--- src/rtl/timer_apb_ctrl.sv ---
// -----------------------------------------------------------------------------
// timer_apb_ctrl
//
// APB master that runs one complete timer sequence for a single local
// requester. When a start is accepted it:
//   1. writes TCR = 0x2 to hold the counter in clear,
//   2. writes PSC and then ARR,
//   3. writes TCR = 0x1 to enable the counter and release the clear,
//   4. reads TCNT repeatedly until the value reaches the latched target,
//   5. writes TCR = 0x0 to stop the timer, then pulses done.
// An abort lets the transfer in flight finish, skips to the TCR stop write,
// and pulses aborted instead of done.
//
// Timer register map: 0x0 TCR (bit0 en, bit1 clear), 0x4 TCNT (RO),
//                     0x8 PSC, 0xC ARR.
//
// Parameters
//   POLL_GAP    extra idle cycles between two TCNT poll reads. These come on
//               top of the idle cycle that ends every transfer.
//
// Ports
//   PCLK        clock; all logic uses the rising edge
//   PRESET      asynchronous active-high reset
//   start       1-cycle request, sampled only while idle
//   abort       1-cycle request, cancels an active sequence
//   cfg_psc     prescaler value, latched when a start is accepted
//   cfg_arr     auto-reload value, latched when a start is accepted
//   cfg_target  TCNT value that ends the sequence, latched at start
//   busy        high from the accepted start until the return to idle
//   done        1-cycle pulse: target reached and timer stopped
//   aborted     1-cycle pulse: sequence cancelled and timer stopped
//   err         1-cycle pulse: start rejected because target > arr
//   tcnt_last   last TCNT value read over APB
//   PADDR/PSEL/PENABLE/PWRITE/PWDATA   APB master request outputs
//   PRDATA/PREADY                      APB completion inputs from the slave
// -----------------------------------------------------------------------------
module timer_apb_ctrl #(
  parameter int unsigned POLL_GAP = 4
) (
  input  logic        PCLK,
  input  logic        PRESET,
  input  logic        start,
  input  logic        abort,
  input  logic [31:0] cfg_psc,
  input  logic [31:0] cfg_arr,
  input  logic [31:0] cfg_target,
  output logic        busy,
  output logic        done,
  output logic        aborted,
  output logic        err,
  output logic [31:0] tcnt_last,
  output logic [3:0]  PADDR,
  output logic        PSEL,
  output logic        PENABLE,
  output logic        PWRITE,
  output logic [31:0] PWDATA,
  input  logic [31:0] PRDATA,
  input  logic        PREADY
);

  // Timer register offsets
  localparam logic [3:0] ADDR_TCR  = 4'h0;
  localparam logic [3:0] ADDR_TCNT = 4'h4;
  localparam logic [3:0] ADDR_PSC  = 4'h8;
  localparam logic [3:0] ADDR_ARR  = 4'hC;

  // TCR values written during the sequence
  localparam logic [31:0] TCR_CLEAR  = 32'h0000_0002;
  localparam logic [31:0] TCR_ENABLE = 32'h0000_0001;
  localparam logic [31:0] TCR_STOP   = 32'h0000_0000;

  // The counter must be able to hold POLL_GAP and stay at least one bit wide
  // when POLL_GAP is 0.
  localparam int GW = $clog2(POLL_GAP + 2);

  typedef enum logic [2:0] {
    S_IDLE,
    S_W_CLR,
    S_W_PSC,
    S_W_ARR,
    S_W_EN,
    S_POLL,
    S_GAP,
    S_W_STOP
  } state_t;

  // APB phase of the transfer owned by the current state. PH_TAIL is the
  // idle cycle (PSEL=0) that follows every completed transfer. During that
  // cycle 'state' already holds the state whose transfer comes next.
  typedef enum logic [1:0] {
    PH_SETUP,
    PH_ACCESS,
    PH_TAIL
  } phase_t;

  state_t          state;
  phase_t          phase;
  logic [GW-1:0]   gap_cnt;
  logic            abort_pend;
  logic [31:0]     psc_reg;
  logic [31:0]     arr_reg;
  logic [31:0]     target_reg;

  // Combinational decode
  logic   abort_any;   // an abort is pending or arrives this cycle
  logic   cfg_bad;     // start request whose target can never be reached
  logic   launch_req;  // a new SETUP phase begins on the next edge
  state_t launch_st;   // state that owns the transfer being launched
  state_t succ_st;     // state that follows the transfer completing now

  // Address of the transfer owned by a state
  function automatic logic [3:0] addr_of(input state_t s);
    logic [3:0] a;
    case (s)
      S_W_PSC: a = ADDR_PSC;
      S_W_ARR: a = ADDR_ARR;
      S_POLL:  a = ADDR_TCNT;
      default: a = ADDR_TCR;
    endcase
    return a;
  endfunction

  // Write data of the transfer owned by a state. POLL is a read and drives 0.
  function automatic logic [31:0] wdata_of(input state_t s,
                                           input logic [31:0] psc,
                                           input logic [31:0] arr);
    logic [31:0] d;
    case (s)
      S_W_CLR: d = TCR_CLEAR;
      S_W_PSC: d = psc;
      S_W_ARR: d = arr;
      S_W_EN:  d = TCR_ENABLE;
      default: d = TCR_STOP;
    endcase
    return d;
  endfunction

  always_comb begin
    abort_any = abort_pend | abort;
    cfg_bad   = (cfg_target > cfg_arr);

    // Successor of the transfer owned by 'state'. A pending abort redirects
    // every successor to the stop write. The transfer in flight still
    // finishes, because this is only consulted at completion.
    succ_st = S_W_STOP;
    case (state)
      S_W_CLR: succ_st = S_W_PSC;
      S_W_PSC: succ_st = S_W_ARR;
      S_W_ARR: succ_st = S_W_EN;
      S_W_EN:  succ_st = S_POLL;
      S_POLL:  succ_st = (PRDATA >= target_reg) ? S_W_STOP : S_GAP;
      default: succ_st = S_W_STOP;
    endcase
    if (abort_any) begin
      succ_st = S_W_STOP;
    end

    // New transfers start from three places: an accepted start in IDLE, the
    // end of the poll gap, and the idle cycle after any other transfer.
    launch_req = 1'b0;
    launch_st  = state;
    case (state)
      S_IDLE: begin
        // An abort in the same cycle as start is ignored here.
        launch_req = start & ~cfg_bad;
        launch_st  = S_W_CLR;
      end
      S_GAP: begin
        launch_req = abort_any | (gap_cnt == '0);
        launch_st  = abort_any ? S_W_STOP : S_POLL;
      end
      default: begin
        launch_req = (phase == PH_TAIL);
        launch_st  = abort_any ? S_W_STOP : state;
      end
    endcase
  end

  always_ff @(posedge PCLK or posedge PRESET) begin
    if (PRESET) begin
      state      <= S_IDLE;
      phase      <= PH_SETUP;
      gap_cnt    <= '0;
      abort_pend <= 1'b0;
      psc_reg    <= '0;
      arr_reg    <= '0;
      target_reg <= '0;
      busy       <= 1'b0;
      done       <= 1'b0;
      aborted    <= 1'b0;
      err        <= 1'b0;
      tcnt_last  <= '0;
      PADDR      <= '0;
      PSEL       <= 1'b0;
      PENABLE    <= 1'b0;
      PWRITE     <= 1'b0;
      PWDATA     <= '0;
    end else begin
      done    <= 1'b0;
      aborted <= 1'b0;
      err     <= 1'b0;

      // Cleared again below if the sequence ends on this same edge.
      if (busy && abort) begin
        abort_pend <= 1'b1;
      end

      case (state)
        S_IDLE: begin
          if (start) begin
            if (cfg_bad) begin
              err <= 1'b1;
            end else begin
              psc_reg    <= cfg_psc;
              arr_reg    <= cfg_arr;
              target_reg <= cfg_target;
              busy       <= 1'b1;
            end
          end
        end

        S_GAP: begin
          if (!launch_req) begin
            gap_cnt <= gap_cnt - 1'b1;
          end
        end

        default: begin
          case (phase)
            PH_SETUP: begin
              PENABLE <= 1'b1;
              phase   <= PH_ACCESS;
            end

            PH_ACCESS: begin
              // ACCESS is held for as long as the slave stalls.
              if (PREADY) begin
                PSEL    <= 1'b0;
                PENABLE <= 1'b0;
                if (state == S_POLL) begin
                  tcnt_last <= PRDATA;
                end
                if (state == S_W_STOP) begin
                  // IDLE itself provides the idle cycle after this transfer.
                  state      <= S_IDLE;
                  phase      <= PH_SETUP;
                  busy       <= 1'b0;
                  abort_pend <= 1'b0;
                  if (abort_any) begin
                    aborted <= 1'b1;
                  end else begin
                    done <= 1'b1;
                  end
                end else if (succ_st == S_GAP) begin
                  // The first GAP cycle doubles as the post-transfer idle
                  // cycle. POLL_GAP more follow before the next poll.
                  state   <= S_GAP;
                  gap_cnt <= GW'(POLL_GAP);
                end else begin
                  state <= succ_st;
                  phase <= PH_TAIL;
                end
              end
            end

            default: begin
              // PH_TAIL: the launch block below starts the next SETUP.
            end
          endcase
        end
      endcase

      // Launch a new transfer. Address, direction and data are loaded once
      // here and stay unchanged through SETUP and ACCESS.
      if (launch_req) begin
        state   <= launch_st;
        phase   <= PH_SETUP;
        PSEL    <= 1'b1;
        PENABLE <= 1'b0;
        PADDR   <= addr_of(launch_st);
        PWRITE  <= (launch_st != S_POLL);
        PWDATA  <= wdata_of(launch_st, psc_reg, arr_reg);
      end
    end
  end

endmodule

--- config.mk ---
export PLATFORM = sky130hd
export DESIGN_NAME = timer_apb_ctrl
export DESIGN_NICKNAME = d
export VERILOG_FILES = /design/src/rtl/timer_apb_ctrl.sv
export SDC_FILE = /design/constraint.sdc
export NUM_CORES = 1
export LEC_CHECK = 0
export CORE_ASPECT_RATIO = 1.25
export CORE_MARGIN = 2
export CORE_UTILIZATION = 50
export DETAILED_ROUTE_END_ITERATION = 10
export PLACE_DENSITY = 0.91
export SYNTH_ARGS = -nofsm -noshare
export SYNTH_HDL_FRONTEND = slang
export SYNTH_SLANG_ARGS = --single-unit
--- constraint.sdc ---
create_clock -name PCLK -period 7.9 [get_ports PCLK]
set_input_delay 1.185 -clock PCLK [delete_from_list [all_inputs] [get_ports PCLK]]
set_output_delay 1.185 -clock PCLK [all_outputs]
set_load 0.1 [all_outputs]
==> out/metrics.cfg <==
[synth]
ys_ff_latch = 178
synthFlopType = dfrtp_1
ys_warn_count = 0
syn-cell-area_um2 = 8830
synth-edff-count = 0
ys_seq_area_share_pct = 50.4
synthCells = 817
avgSynthCellArea_um2 = 10.8
synthDistinctLibCells = 52
synthArstFlopShare_pct = 100

[die]
core.rowCount = 54
die_h_um = 153
io_pins = 208
die-area_um2 = 18800
die_x_um = 123
core-area_um2 = 17400
floorplan.initialDensity_pct = 50.9

[status]
status = finished, final reports clean

[drt]
drt_first_pass_iters = 5
wl_per_cell_um = 18.5
top_layer = met4
drc = 0
met1_length_mm = 9.42
wirelength_mm = 23.0
wl_met3_mm = 1.14
ant_nets = 0
detail_route.vias_per_cell = 5.54
initialDrtViolationCount = 455
wl_met2_mm = 11.5
num_vias = 6893

[pwr]
p_int_mw = 2.38
sw_frac_of_total_pct = 46.0
cellLeakagePower_nw = 5.33
ir_drop_mv = 0.307
p_per_area_nw_per_um2 = 380
total_power_mw = 4.41
p_clk_share_pct = 18.8
pwr-share-seq_pct = 34.9
switchingPower_mw = 2.03
comb_power_share_pct = 46.3

[timing]
tightest_slew_ns = 1.03
skew_ns = 0.0153
maxSlewHeadroom_pct = 30.8
setup_viol = 0
final-hold-violation-count = 0
finalWorstSetupSlack_ns = 3.82
grt_setup_unrepaired = false
layout_min_cycle_time_ns = 4.08
setup-tns-final_ns = 0
fmax_mhz = 245
period_share_pct = 51.6
drv_slew = 0

[final_layout]
num-nets-final = 1207
syn_to_final_growth_pct = 31.3
stdcell_count = 1244
drive_above_1_share_pct = 10.0

[clock_network]
cts_made_buffers = 17
clockBufferDepth = 2
cts-root-buf = clkbuf_16
post_cts.repair.setup_buffers = 0
clkSinkCount = 178
cts_tree = done
cts_max_level = 4
clk_latency_ns = 0.43
cts_resized = 0
cts_hold_buf = 0
path_clk_slew_ns = 0.06

[place]
dp.cells = 1212
io_buffers = 205
gp_congestion = 0.854
hpwl_mm = 17.1
place_ws_ns = 3.42

[setup_path]
r2r_cells = 8
reg2reg_slack_ns = 4.88
critPathRequiredTime_ns = 8.20
r2r-end = state[0]
cp.arrival_ns = 4.38
path_class = in -> reg
critPathLaunchType = primary input
critPathMaxFanout = 78
r2r-start = state[0]
worst_setup_path_end_kind = register

[global_route]
antenna_found_initial = 1
grt_max_degree = 103
grt_pass1_vias = 7293
grt_pass1_wl_mm = 37.5
grt.overflow.total = 0
grt_usage_pct = 25.8

[flow_run]
cap_violations = 0

[worst_hold_path]
whs_path_depth = 2
hold_path_class = reg -> reg
min_to = PWDATA[0]
hp-start = PWDATA[0]

cells in the mapped netlist (2+ instances only):
master,instances,area (um2)
a21o_1,6,45.0
a21oi_1,39,195
inv_1,77,289
o211ai_1,2,15.0
dfrtp_1,178,4450
mux2i_1,4,40.0
nand4_1,13,81.3
o31ai_1,4,30.0
buf_2,9,45.0
nor3_1,6,30.0
o221ai_1,2,17.5
a22oi_1,31,233
nor2b_1,3,18.8
o311ai_0,2,17.5
nand3_1,6,30.0
buf_4,4,30.0
buf_6,5,56.3
nand2_1,94,353
a2bb2oi_1,2,17.5
o22ai_1,2,12.5
nor2_1,29,109
o21a_1,4,30.0
mux2_2,53,597
o21ai_0,70,350
or3_1,2,12.5
a31oi_1,3,18.8
mux2_1,44,495
ha_1,67,838
a211oi_1,4,30.0
a2111oi_0,3,26.3
nand2b_1,5,31.3
or2_2,2,12.5
clkbuf_1,23,86.3
critical path: stages:
cell	delay, ns
clkdlybuf4s50_1	0.45
inv_1	0.06
ha_1	0.32
nand4_1	0.17
or4_4	0.60
a31oi_2	0.20
nor2_1	0.11
o21ai_4	0.13
buf_4	0.64
mux2_2	0.41
layout by cell type, fill, tap and decap left out, types with 4 or more instances in the layout:
cell type and instances:
ha_1 67, clkdlybuf4s50_1 205, nand2_1 94, a211oi_1 4
dfrtp_1 178, nor3_1 4, a22oi_1 31, mux2i_1 4
o21ai_0 70, o31ai_1 4, a21o_1 6, nand2b_1 5
inv_6 6, nand4_1 13, inv_1 76, a21oi_1 39
o21a_1 4, clkbuf_16 17, mux2_2 53, nor2_1 28
buf_4 6, nand3_1 6, mux2_1 44
how the worst max path moves through the flow:
stage,to,startpoint,cells past startpoint
4_1_cts,target_reg[25],cfg_arr[30],10
3_5_place_dp,target_reg[25],cfg_arr[30],10
2_1_floorplan,PADDR[2],PRESET,1
3_3_place_gp,psc_reg[6],cfg_arr[31],10
6_report,psc_reg[4],cfg_arr[30],10
5_1_grt,psc_reg[24],cfg_arr[31],10
final cells by class:
class	instances	area, um2
clock inverters	12	123
repair buffers	211	2100
diodes	1	2.50
clock buffers	19	453
inverters	77	294
well taps	224	280
flip-flops and latches	178	4450
fillers	1303	5770
multi-input cells	522	3890
cells by family (layout without fill, tap and decap cells):
family | count (synthesis) | after routing | synth area share, %
fa+ha+maj | 67 | 67 | 9.49
xor+xnor | 1 | 1 | 0.0992
mux | 101 | 101 | 12.8
simple gates | 165 | 165 | 8.26
compound gates | 186 | 186 | 13.1
flops | 178 | 178 | 50.4
buf+inv | 118 | 319 | 5.74
other cells | 1 | 3 | 0.0425
power groups by stage:
stage	Combinational (mW)	Sequential [mW]	Clock (mW)
after global routing	2.20	1.58	0.880
after floorplan	0.782	2.25	0
final	2.04	1.54	0.828
after detailed placement	2.04	1.55	0
after global placement	1.98	1.52	0
after CTS	2.05	1.54	0.841
routing by layer:
| metal | vias up | GRT usage [%] |
|---|---|---|
| li1 | 3237 | - |
| met1 | 3351 | 32.6 |
| met2 | 246 | 42.5 |
| met3 | 59 | 4.42 |
| met4 | 0 | 11.9 |
| met5 | - | 0 |
metrics by stage:
stage          utilization [%]  area (um2)  hold WS [ns]
4_1_cts                   66.8       11600         0.479
3_3_place_gp              63.5       11000         0.460
6_report                  66.8       11600         0.478
2_1_floorplan                -        8840         0.450
3_5_place_dp              63.5       11000         0.465
5_1_grt                   66.8       11600         0.514
Power figures use the tool's default switching activity.
